### config.mk
export PLATFORM = sky130hd
export DESIGN_NAME = useq_seq_flat
export DESIGN_NICKNAME = d
export VERILOG_FILES = /design/src/rtl/useq_seq_if.sv /design/src/rtl/useq_seq.sv /design/src/flat_wrapper.sv
export SDC_FILE = /design/constraint.sdc
export NUM_CORES = 1
export LEC_CHECK = 0
export CAP_MARGIN = 20
export CORE_UTILIZATION = 30
export DETAILED_ROUTE_END_ITERATION = 10
export MAX_ROUTING_LAYER = met4
export PLACE_DENSITY = 0.59
export SYNTH_ARGS = -nofsm -noshare
export SYNTH_HDL_FRONTEND = slang
export SYNTH_SLANG_ARGS = --single-unit
### constraint.sdc
create_clock -name clk -period 3.9 [get_ports clk]
set_clock_uncertainty 0.1 [all_clocks]
set_input_delay 1.17 -clock clk [delete_from_list [all_inputs] [get_ports clk]]
set_output_delay 1.17 -clock clk [all_outputs]
set_load 0.02 [all_outputs]
### src/rtl/useq_seq_if.sv
// Control-word / decoder side of the microprogram sequencer.
interface useq_seq_if #(
  parameter int unsigned UADDR_W = 6,
  parameter int unsigned DEPTH   = 4,
  parameter int unsigned NFLAGS  = 4,
  parameter int unsigned CNT_W   = 4
);
  localparam int unsigned CSEL_W  = $clog2(NFLAGS);
  localparam int unsigned DEPTH_W = $clog2(DEPTH + 1);

  logic                stall;
  logic [2:0]          mode;
  logic [UADDR_W-1:0]  target;
  logic [UADDR_W-1:0]  dispatch;
  logic [NFLAGS-1:0]   flags;
  logic [CSEL_W-1:0]   csel;
  logic                cpol;
  logic                ld_cnt;
  logic [CNT_W-1:0]    cnt_val;
  logic [UADDR_W-1:0]  uaddr;
  logic [DEPTH_W-1:0]  depth;
  logic                cnt_zero;
  logic                ovf;
  logic                unf;

  modport master (
    output stall, mode, target, dispatch, flags, csel, cpol, ld_cnt, cnt_val,
    input  uaddr, depth, cnt_zero, ovf, unf
  );

  modport slave (
    input  stall, mode, target, dispatch, flags, csel, cpol, ld_cnt, cnt_val,
    output uaddr, depth, cnt_zero, ovf, unf
  );
endinterface

### src/rtl/useq_seq.sv
// Microprogram sequencer: selects the next control-store address each cycle
// (increment, jump, dispatch, conditional, call/return, counted loop, fetch).
module useq_seq #(
  parameter int unsigned        UADDR_W    = 6,
  parameter int unsigned        DEPTH      = 4,
  parameter int unsigned        NFLAGS     = 4,
  parameter int unsigned        CNT_W      = 4,
  parameter logic [UADDR_W-1:0] RESET_ADDR = '0,
  parameter logic [UADDR_W-1:0] FAULT_ADDR = '1
) (
  input  logic          clk,
  input  logic          reset,
  useq_seq_if.slave     bus
);

  localparam int unsigned DEPTH_W = $clog2(DEPTH + 1);

  localparam logic [2:0] M_NEXT  = 3'd0;
  localparam logic [2:0] M_JUMP  = 3'd1;
  localparam logic [2:0] M_DISP  = 3'd2;
  localparam logic [2:0] M_COND  = 3'd3;
  localparam logic [2:0] M_CALL  = 3'd4;
  localparam logic [2:0] M_RET   = 3'd5;
  localparam logic [2:0] M_LOOP  = 3'd6;
  localparam logic [2:0] M_FETCH = 3'd7;

  logic [UADDR_W-1:0] uaddr_q, uaddr_n, inc;
  logic [DEPTH_W-1:0] depth_q, depth_n;
  logic [CNT_W-1:0]   cnt_q, cnt_n;
  logic               ovf_q, ovf_n, unf_q, unf_n;
  logic               push;
  logic               flag_hit;

  // Entry DEPTH is never written; it only keeps the index width equal to depth.
  logic [UADDR_W-1:0] stack [DEPTH+1];

  assign inc = uaddr_q + UADDR_W'(1);

  // Out-of-range flag selects read as not-taken.
  assign flag_hit = (32'(bus.csel) < NFLAGS) && (bus.flags[bus.csel] == bus.cpol);

  // Next-address, stack, counter and error-flag selection.
  always_comb begin
    uaddr_n = uaddr_q;
    depth_n = depth_q;
    cnt_n   = cnt_q;
    ovf_n   = ovf_q;
    unf_n   = unf_q;
    push    = 1'b0;
    if (!bus.stall) begin
      case (bus.mode)
        M_NEXT:  uaddr_n = inc;
        M_JUMP:  uaddr_n = bus.target;
        M_DISP:  uaddr_n = bus.dispatch;
        M_COND:  uaddr_n = flag_hit ? bus.target : inc;
        M_CALL: begin
          if (32'(depth_q) < DEPTH) begin
            push    = 1'b1;
            depth_n = depth_q + DEPTH_W'(1);
            uaddr_n = bus.target;
          end else begin
            ovf_n   = 1'b1;
            uaddr_n = FAULT_ADDR;
          end
        end
        M_RET: begin
          if (depth_q != '0) begin
            depth_n = depth_q - DEPTH_W'(1);
            uaddr_n = stack[depth_q - DEPTH_W'(1)];
          end else begin
            unf_n   = 1'b1;
            uaddr_n = FAULT_ADDR;
          end
        end
        M_LOOP: begin
          if (cnt_q != '0) begin
            cnt_n   = cnt_q - CNT_W'(1);
            uaddr_n = bus.target;
          end else begin
            uaddr_n = inc;
          end
        end
        M_FETCH: uaddr_n = RESET_ADDR;
        default: uaddr_n = inc;
      endcase
      // Load wins over the loop decrement; the loop decision above used the old count.
      if (bus.ld_cnt) cnt_n = bus.cnt_val;
    end
  end

  // Sequencer state register.
  always_ff @(posedge clk or posedge reset) begin
    if (reset) begin
      uaddr_q <= RESET_ADDR;
      depth_q <= '0;
      cnt_q   <= '0;
      ovf_q   <= 1'b0;
      unf_q   <= 1'b0;
    end else begin
      uaddr_q <= uaddr_n;
      depth_q <= depth_n;
      cnt_q   <= cnt_n;
      ovf_q   <= ovf_n;
      unf_q   <= unf_n;
    end
  end

  // Return-stack storage; contents are don't-care after reset.
  always_ff @(posedge clk) begin
    if (push) stack[depth_q] <= inc;
  end

  assign bus.uaddr    = uaddr_q;
  assign bus.depth    = depth_q;
  assign bus.cnt_zero = (cnt_q == '0);
  assign bus.ovf      = ovf_q;
  assign bus.unf      = unf_q;

endmodule

### src/flat_wrapper.sv
// flat-port wrapper written by rule: the top's interface ports become plain ports
module useq_seq_flat 
#(
  parameter int unsigned        UADDR_W    = 6,
  parameter int unsigned        DEPTH      = 4,
  parameter int unsigned        NFLAGS     = 4,
  parameter int unsigned        CNT_W      = 4,
  parameter logic [UADDR_W-1:0] RESET_ADDR = '0,
  parameter logic [UADDR_W-1:0] FAULT_ADDR = '1
)
  (clk, reset, bus_stall, bus_mode, bus_target, bus_dispatch, bus_flags, bus_csel, bus_cpol, bus_ld_cnt, bus_cnt_val, bus_uaddr, bus_depth, bus_cnt_zero, bus_ovf, bus_unf);
  useq_seq_if #(.UADDR_W(UADDR_W), .DEPTH(DEPTH), .NFLAGS(NFLAGS), .CNT_W(CNT_W)) bus_i ();
  input  logic clk;
  input  logic reset;
  input wire logic [$bits(bus_i.stall)-1:0] bus_stall;
  input wire logic [$bits(bus_i.mode)-1:0] bus_mode;
  input wire logic [$bits(bus_i.target)-1:0] bus_target;
  input wire logic [$bits(bus_i.dispatch)-1:0] bus_dispatch;
  input wire logic [$bits(bus_i.flags)-1:0] bus_flags;
  input wire logic [$bits(bus_i.csel)-1:0] bus_csel;
  input wire logic [$bits(bus_i.cpol)-1:0] bus_cpol;
  input wire logic [$bits(bus_i.ld_cnt)-1:0] bus_ld_cnt;
  input wire logic [$bits(bus_i.cnt_val)-1:0] bus_cnt_val;
  output wire logic [$bits(bus_i.uaddr)-1:0] bus_uaddr;
  output wire logic [$bits(bus_i.depth)-1:0] bus_depth;
  output wire logic [$bits(bus_i.cnt_zero)-1:0] bus_cnt_zero;
  output wire logic [$bits(bus_i.ovf)-1:0] bus_ovf;
  output wire logic [$bits(bus_i.unf)-1:0] bus_unf;
  assign bus_i.stall = bus_stall;
  assign bus_i.mode = bus_mode;
  assign bus_i.target = bus_target;
  assign bus_i.dispatch = bus_dispatch;
  assign bus_i.flags = bus_flags;
  assign bus_i.csel = bus_csel;
  assign bus_i.cpol = bus_cpol;
  assign bus_i.ld_cnt = bus_ld_cnt;
  assign bus_i.cnt_val = bus_cnt_val;
  assign bus_uaddr = bus_i.uaddr;
  assign bus_depth = bus_i.depth;
  assign bus_cnt_zero = bus_i.cnt_zero;
  assign bus_ovf = bus_i.ovf;
  assign bus_unf = bus_i.unf;
  useq_seq #(.UADDR_W(UADDR_W), .DEPTH(DEPTH), .NFLAGS(NFLAGS), .CNT_W(CNT_W), .RESET_ADDR(RESET_ADDR), .FAULT_ADDR(FAULT_ADDR)) u_core (.clk(clk), .reset(reset), .bus(bus_i));
endmodule
Word level (Yosys, flattened, before mapping)
Memory sizes are Yosys's and may differ from the RTL's.
Cells that the tools add are included.
{"block": "classes", "n_addsub": 4, "n_lt_le_gt_ge": 2, "eq_ne": 10, "n_mux": 18, "n_bitwise": 3, "n_reduce_logical": 11}
{"operator": "6-bit case mux with 8 select lines", "n": 1}
{"operator": "6-bit two-way mux", "n": 4}
{"operator": "3-bit == test, second input constant", "n": 4}
{"operator": "4-bit two-way mux", "n": 3}
{"operator": "3-bit AND reduction", "n": 3}
{"operator": "6-bit by 1-bit adder with 6-bit output, second input constant", "n": 1}
{"operator": "3-bit by 2-bit == test with 1-bit output, second input constant", "n": 2}
{"operator": "1-bit two-way mux", "n": 6}
{"operator": "3-bit two-way mux", "n": 2}
{"operator": "3-bit case mux with 2 select lines", "n": 1}
{"operator": "2-bit nonzero test", "n": 3}
{"operator": "4-bit logical NOT", "n": 1}
{"operator": "2-bit by 1-bit inequality test with 1-bit output, second input constant", "n": 2}
{"operator": "4-bit AND reduction", "n": 1}
{"operator": "4-bit nonzero test", "n": 1}
{"operator": "4-bit by 1-bit subtractor with 4-bit output, second input constant", "n": 1}
{"operator": "3-bit by 1-bit adder with 3-bit output, second input constant", "n": 1}
{"operator": "3-bit by 1-bit == test with 1-bit output, second input constant", "n": 1}
{"operator": "3-bit logical NOT", "n": 1}
{"operator": "2-bit by 3-bit less-than comparator with 1-bit output, second input constant", "n": 1}
{"operator": "3-bit less-than comparator, second input constant", "n": 1}
{"operator": "1-bit NOT", "n": 3}
{"operator": "3-bit nonzero test", "n": 1}
{"operator": "3-bit by 1-bit subtractor with 3-bit output, second input constant", "n": 1}
{"operator": "other kinds (2)", "n": 2}
{"block": "word_totals", "ff_bits": 15, "mem_bits_rw": 30, "in_bits": 30, "n_memories": 1}
{"memory": "u_core.stack", "depth": 5, "word_bits": 6, "read_ports": 1, "rd_ports_with_merged_regs": 0, "wr": 1, "line": "useq_seq.sv:35", "source": "logic [UADDR_W-1:0] stack [DEPTH+1];"}

Longest topological paths before layout
{"block": "logic_depth", "ltp_word": 6, "ltp_mapped": 9}

Worst setup path before layout
OpenSTA, ideal clock, no wires.
{"block": "synth_path", "path_kind": "input port to flip-flop", "start": "input port bus_mode[2]", "end": "memory u_core.stack[0][0], enable pin", "setup_ns": 0.377, "arrival_time_ns": 2.433, "path_slack_ns": 0.990, "stages": 5, "cell_sequence": "buf_2 -> nor2b_1 -> and2_1 -> nand2_1 -> nor3_1"}
{"block": "synth_between", "elab_chain_len": 5}
{"element": "start: declaration", "line": "flat_wrapper.sv:16", "source": "input wire logic [$bits(bus_i.mode)-1:0] bus_mode;"}
{"element": "3-bit == test", "line": "useq_seq.sv:51", "source": "case (bus.mode)"}
{"element": "1-bit two-way mux", "line": "useq_seq.sv:51"}
{"element": "1-bit two-way mux", "line": "useq_seq.sv:50", "source": "if (!bus.stall) begin"}
{"element": "1-bit two-way mux", "line": "useq_seq.sv:110", "source": "if (push) stack[depth_q] <= inc;"}
{"element": "1-bit two-way mux (not written as such)", "line": "useq_seq.sv:110"}
{"element": "end: declaration", "line": "useq_seq.sv:35"}
No other way between the ends.

Final worst setup path
{"block": "layout_path", "start": "register u_core.cnt_q[0]", "end": "output port bus_cnt_zero"}
{"block": "layout_between", "elab_chain_len": 1}
{"element": "start: declaration", "line": "useq_seq.sv:29", "source": "logic [CNT_W-1:0] cnt_q, cnt_n;"}
{"element": "start signal: assignment", "line": "useq_seq.sv:102", "source": "cnt_q <= cnt_n;"}
{"element": "4-bit logical NOT", "line": "useq_seq.sv:115", "source": "assign bus.cnt_zero = (cnt_q == '0);"}
{"element": "end: declaration", "line": "flat_wrapper.sv:26", "source": "output wire logic [$bits(bus_i.cnt_zero)-1:0] bus_cnt_zero;"}
No other way between the ends.

==> impl_summary.txt <==
----------------------------------------------------
[Routing]
  Vias after detailed routing ... 1724
  Total wirelength of the detailed-routed design ... 5530 um
  Count of nets left with antenna violations after detail routing ... 0
  Count of unresolved DRC violations after routing ... 0
  Routed wire length per instance ... 15.9 um
  Iteration count of the initial detailed-routing pass ... 4
  Via/cell ratio ... 4.97
  Iteration-0 DRC Markers ... 207

[Global routing]
  Gr usage total ... 0.147
  Total congestion overflow ... 0
  Largest net degree at the start of global routing ... 18
  Number of antenna violations at the first check in global routing ... 0
  First-pass GRT wire length ... 8990 um
  Vias in the first global route ... 1689

[Logic synthesis]
  Asr flop ratio synth ... 0.333
  Dominant synthesized flop cell ... sky130_fd_sc_hd__edfxtp_1
  Post-synthesis cell type count ... 50
  Number of flip-flops and latches in the synthesized netlist ... 45
  Area share of the largest cell type after synthesis ... 0.383
  Post-synth design cell area ... 2350 um^2
  Number of synthesized flops with an enable pin ... 30
  Post-Synthesis Cells ... 193
  Synthesized area per cell ... 12.2 um^2
  Area contributors post-synth ... sky130_fd_sc_hd__edfxtp_1 38%, sky130_fd_sc_hd__dfrtp_1 16%, sky130_fd_sc_hd__mux4_2 6.7%
  Area leader, netlist ... sky130_fd_sc_hd__edfxtp_1
  Sequential share of the synthesized area ... 0.543
  Yosys warns ... 0

[Layout]
  Most common cell after layout, fill and taps aside ... sky130_fd_sc_hd__clkdlybuf4s50_1
  Area growth, synth to finish ... 29.1%
  Most frequent cells in the layout ... 41 x sky130_fd_sc_hd__clkdlybuf4s50_1, 30 x sky130_fd_sc_hd__edfxtp_1, 17 x sky130_fd_sc_hd__nand2_1, 15 x sky130_fd_sc_hd__nor2_1, 15 x sky130_fd_sc_hd__dfrtp_1
  Number of fillers in the final layout ... 699
  Fraction of layout instances using a drive strength above 1 ... 0.125
  Register area ... 1280 um^2
  ANT cells ... 0
  Number of nets in the finished design ... 282
  Area occupied by multi-input gates ... 1020 um^2
  Final Non-Filler Cells ... 347

[Critical path]
  Worst flop-to-flop path endpoint ... u_core.bus.uaddr[3]$_DFFE_PP0N_
  Critical path launch point type ... register
  CP Capture Type ... output pin
  Critical Path Fanout Max ... 4
  Reg-to-Reg Start ... u_core.bus.depth[0]$_DFFE_PP0P_
  Worst Path Class, Setup ... register to output pin
  Setup slack on the worst flop-to-flop path ... 1.10 ns
  Data required, critical path ... 2.63 ns
  Signal arrival time at the worst endpoint ... 2.25 ns
  Depth of the most critical reg-to-reg path ... 7

[Power]
  Worst vdd ir ... 153 uV
  Cell leakage power ... 0.00113 uW
  Power per unit of standard cell area ... 500 nW/um^2

[Placed design]
  HPWL Detailed ... 4110 um
  Final Wtd Congestion ... 0.934
  Number of buffer cells added on primary ports ... 41
  Place WS ... 0.498 ns
  Total placed cells including tap cells ... 339

[Die]
  Number of ports placed on the die boundary ... 42
  Die Y ... 90.5 um
  Die Area ... 8190 um^2
  CORE AREA ... 7410 um^2
  Std-Cell Rows ... 31
  Starting density of the core ... 0.317
  X dimension of the die ... 90.5 um

[Flow run]
  # Max-Cap Violations ... 0

[Clock network]
  Post-CTS Hold Buffers ... 0
  Count of clock tree sinks ... 45
  Number of clock buffers inserted by TritonCTS ... 5
  Clk pin slew, worst setup/hold paths ... 0.09 ns
  Clock latency at the later pin of the worst-skew pair ... 0.31 ns
  Number of levels the H-tree was split into ... 2
  Maximum count of clock buffers along a single path ... 2
  Cell at the root of the clock tree ... sky130_fd_sc_hd__clkbuf_8
  Post-cts resize count ... 0
  Setup repair bufs after CTS ... 0
  CTS tree ... done

[Hold path]
  Min-Delay Path Class ... register to register
  Hold depth ... 1
  Worst hold endpoint ... u_core.bus.ovf$_DFFE_PP0P_
  Beginning of the worst hold path ... u_core.bus.ovf$_DFFE_PP0P_

[STA]
  Slew @ Worst Pin ... 0.664 ns
  Smallest setup slack after layout ... 0.376 ns
  RSZ-0062 raised after global routing ... no
  Total Negative Setup Slacks ... 0 ns
  Final hold violations ... 0
  Slew Limit Headroom ... 0.557
  Max frequency ... 284 MHz
  Fin crit period ... 3.52 ns
  Final clock period utilization by the worst path ... 0.903
  Total of endpoints with negative setup slack in the final report ... 0
  Pins over their slew limit ... 0

[Outcome]
  Outcome ... completed

----------------------------------------------------
cells by family (layout without fill, tap and decap cells):
family	Yosys count	count (layout)	synth area share
other	1	6	0.00160
adder cells (fa/ha/maj)	5	5	0.0266
flip-flops	45	45	0.543
AND/OR/NAND/NOR	59	59	0.124
buffers and inverters	17	67	0.0293
XOR/XNOR	9	9	0.0399
AO/OA/AOI/OAI	44	44	0.142
multiplexers	13	13	0.0932
area by class of cell:
class | instances | share of cell area
clock inverter | 3 | 0.00949
inverter | 9 | 0.0111
timing repair buffer | 50 | 0.158
multi-input combinational | 136 | 0.337
clock buffer | 5 | 0.0227
sequential | 45 | 0.421
tap | 99 | 0.0408
worst max-delay path: stages (launching register included):
cell and delay, ns:
sky130_fd_sc_hd__dfrtp_1 0.40, sky130_fd_sc_hd__inv_1 0.08, sky130_fd_sc_hd__ha_1 0.22, sky130_fd_sc_hd__or3b_2 0.50
sky130_fd_sc_hd__inv_1 0.14, sky130_fd_sc_hd__clkdlybuf4s50_1 0.62
how the worst max path moves through the flow:
stage / startpoint / endpoint / slack (ns) / cells after the start
global route: u_core.cnt_q[0]$_DFFE_PP0P_ / bus_cnt_zero / 0.27 / 5
floorplan: bus_mode[2] / u_core.stack[0][0]$_DFFE_PP_ / 0.99 / 5
detailed placement: bus_mode[2] / u_core.stack[1][4]$_DFFE_PP_ / 0.50 / 5
CTS: u_core.cnt_q[0]$_DFFE_PP0P_ / bus_cnt_zero / 0.38 / 5
global placement: bus_mode[2] / u_core.stack[1][4]$_DFFE_PP_ / 0.57 / 5
finish: u_core.cnt_q[0]$_DFFE_PP0P_ / bus_cnt_zero / 0.38 / 5
flip-flops by register name (all words and copies together), names as in the netlist:
name and count:
u_core.stack 30, u_core.bus.uaddr 6, u_core.cnt_q 4, u_core.bus.depth 3
u_core.bus.ovf 1, u_core.bus.unf 1
through the flow:
stage | utilization | hold slack, ns | total power (uW) | cell area, um^2
final | 0.409 | 0.363 | 1520 | 3030
after global routing | 0.409 | 0.387 | 1610 | 3030
after CTS | 0.409 | 0.369 | 1530 | 3030
after detailed placement | 0.396 | 0.353 | 1220 | 2940
after global placement | 0.396 | 0.348 | 1220 | 2940
after floorplan | - | 0.404 | 1010 | 2370
cells in the mapped netlist (2+ instances only):
cell type / instances
sky130_fd_sc_hd__nor2b_1: 5
sky130_fd_sc_hd__o211ai_1: 3
sky130_fd_sc_hd__a31oi_1: 2
sky130_fd_sc_hd__ha_1: 5
sky130_fd_sc_hd__edfxtp_1: 30
sky130_fd_sc_hd__inv_1: 9
sky130_fd_sc_hd__a32oi_1: 2
sky130_fd_sc_hd__nand2b_1: 3
sky130_fd_sc_hd__xor2_1: 2
sky130_fd_sc_hd__mux2i_1: 5
sky130_fd_sc_hd__clkbuf_1: 3
sky130_fd_sc_hd__o21ai_0: 7
sky130_fd_sc_hd__xnor2_1: 5
sky130_fd_sc_hd__nor2_1: 15
sky130_fd_sc_hd__nand3_1: 6
sky130_fd_sc_hd__nand4_1: 2
sky130_fd_sc_hd__mux4_2: 7
sky130_fd_sc_hd__a21oi_1: 7
sky130_fd_sc_hd__nor3_1: 4
sky130_fd_sc_hd__a22o_1: 4
sky130_fd_sc_hd__nand2_1: 17
sky130_fd_sc_hd__buf_2: 4
sky130_fd_sc_hd__a221oi_1: 2
sky130_fd_sc_hd__a2bb2oi_1: 4
sky130_fd_sc_hd__dfrtp_1: 15
layer usage:
layer,up-vias,share of wire,global-route usage
li1,836,-,-
met1,829,0.48,0.211
met2,55,0.45,0.210
met3,4,0.062,0.0345
met4,0,0.0025,0.0323
met5,-,0,-
power by group:
| part | internal, uW | total [uW] | leakage, uW | switching [uW] |
|---|---|---|---|---|
| registers | 592 | 664 | 0.000445 | 72.3 |
| clock network | 135 | 312 | 0.0000511 | 176 |
| logic | 266 | 540 | 0.000629 | 274 |
(Power assumes the default switching activity.)
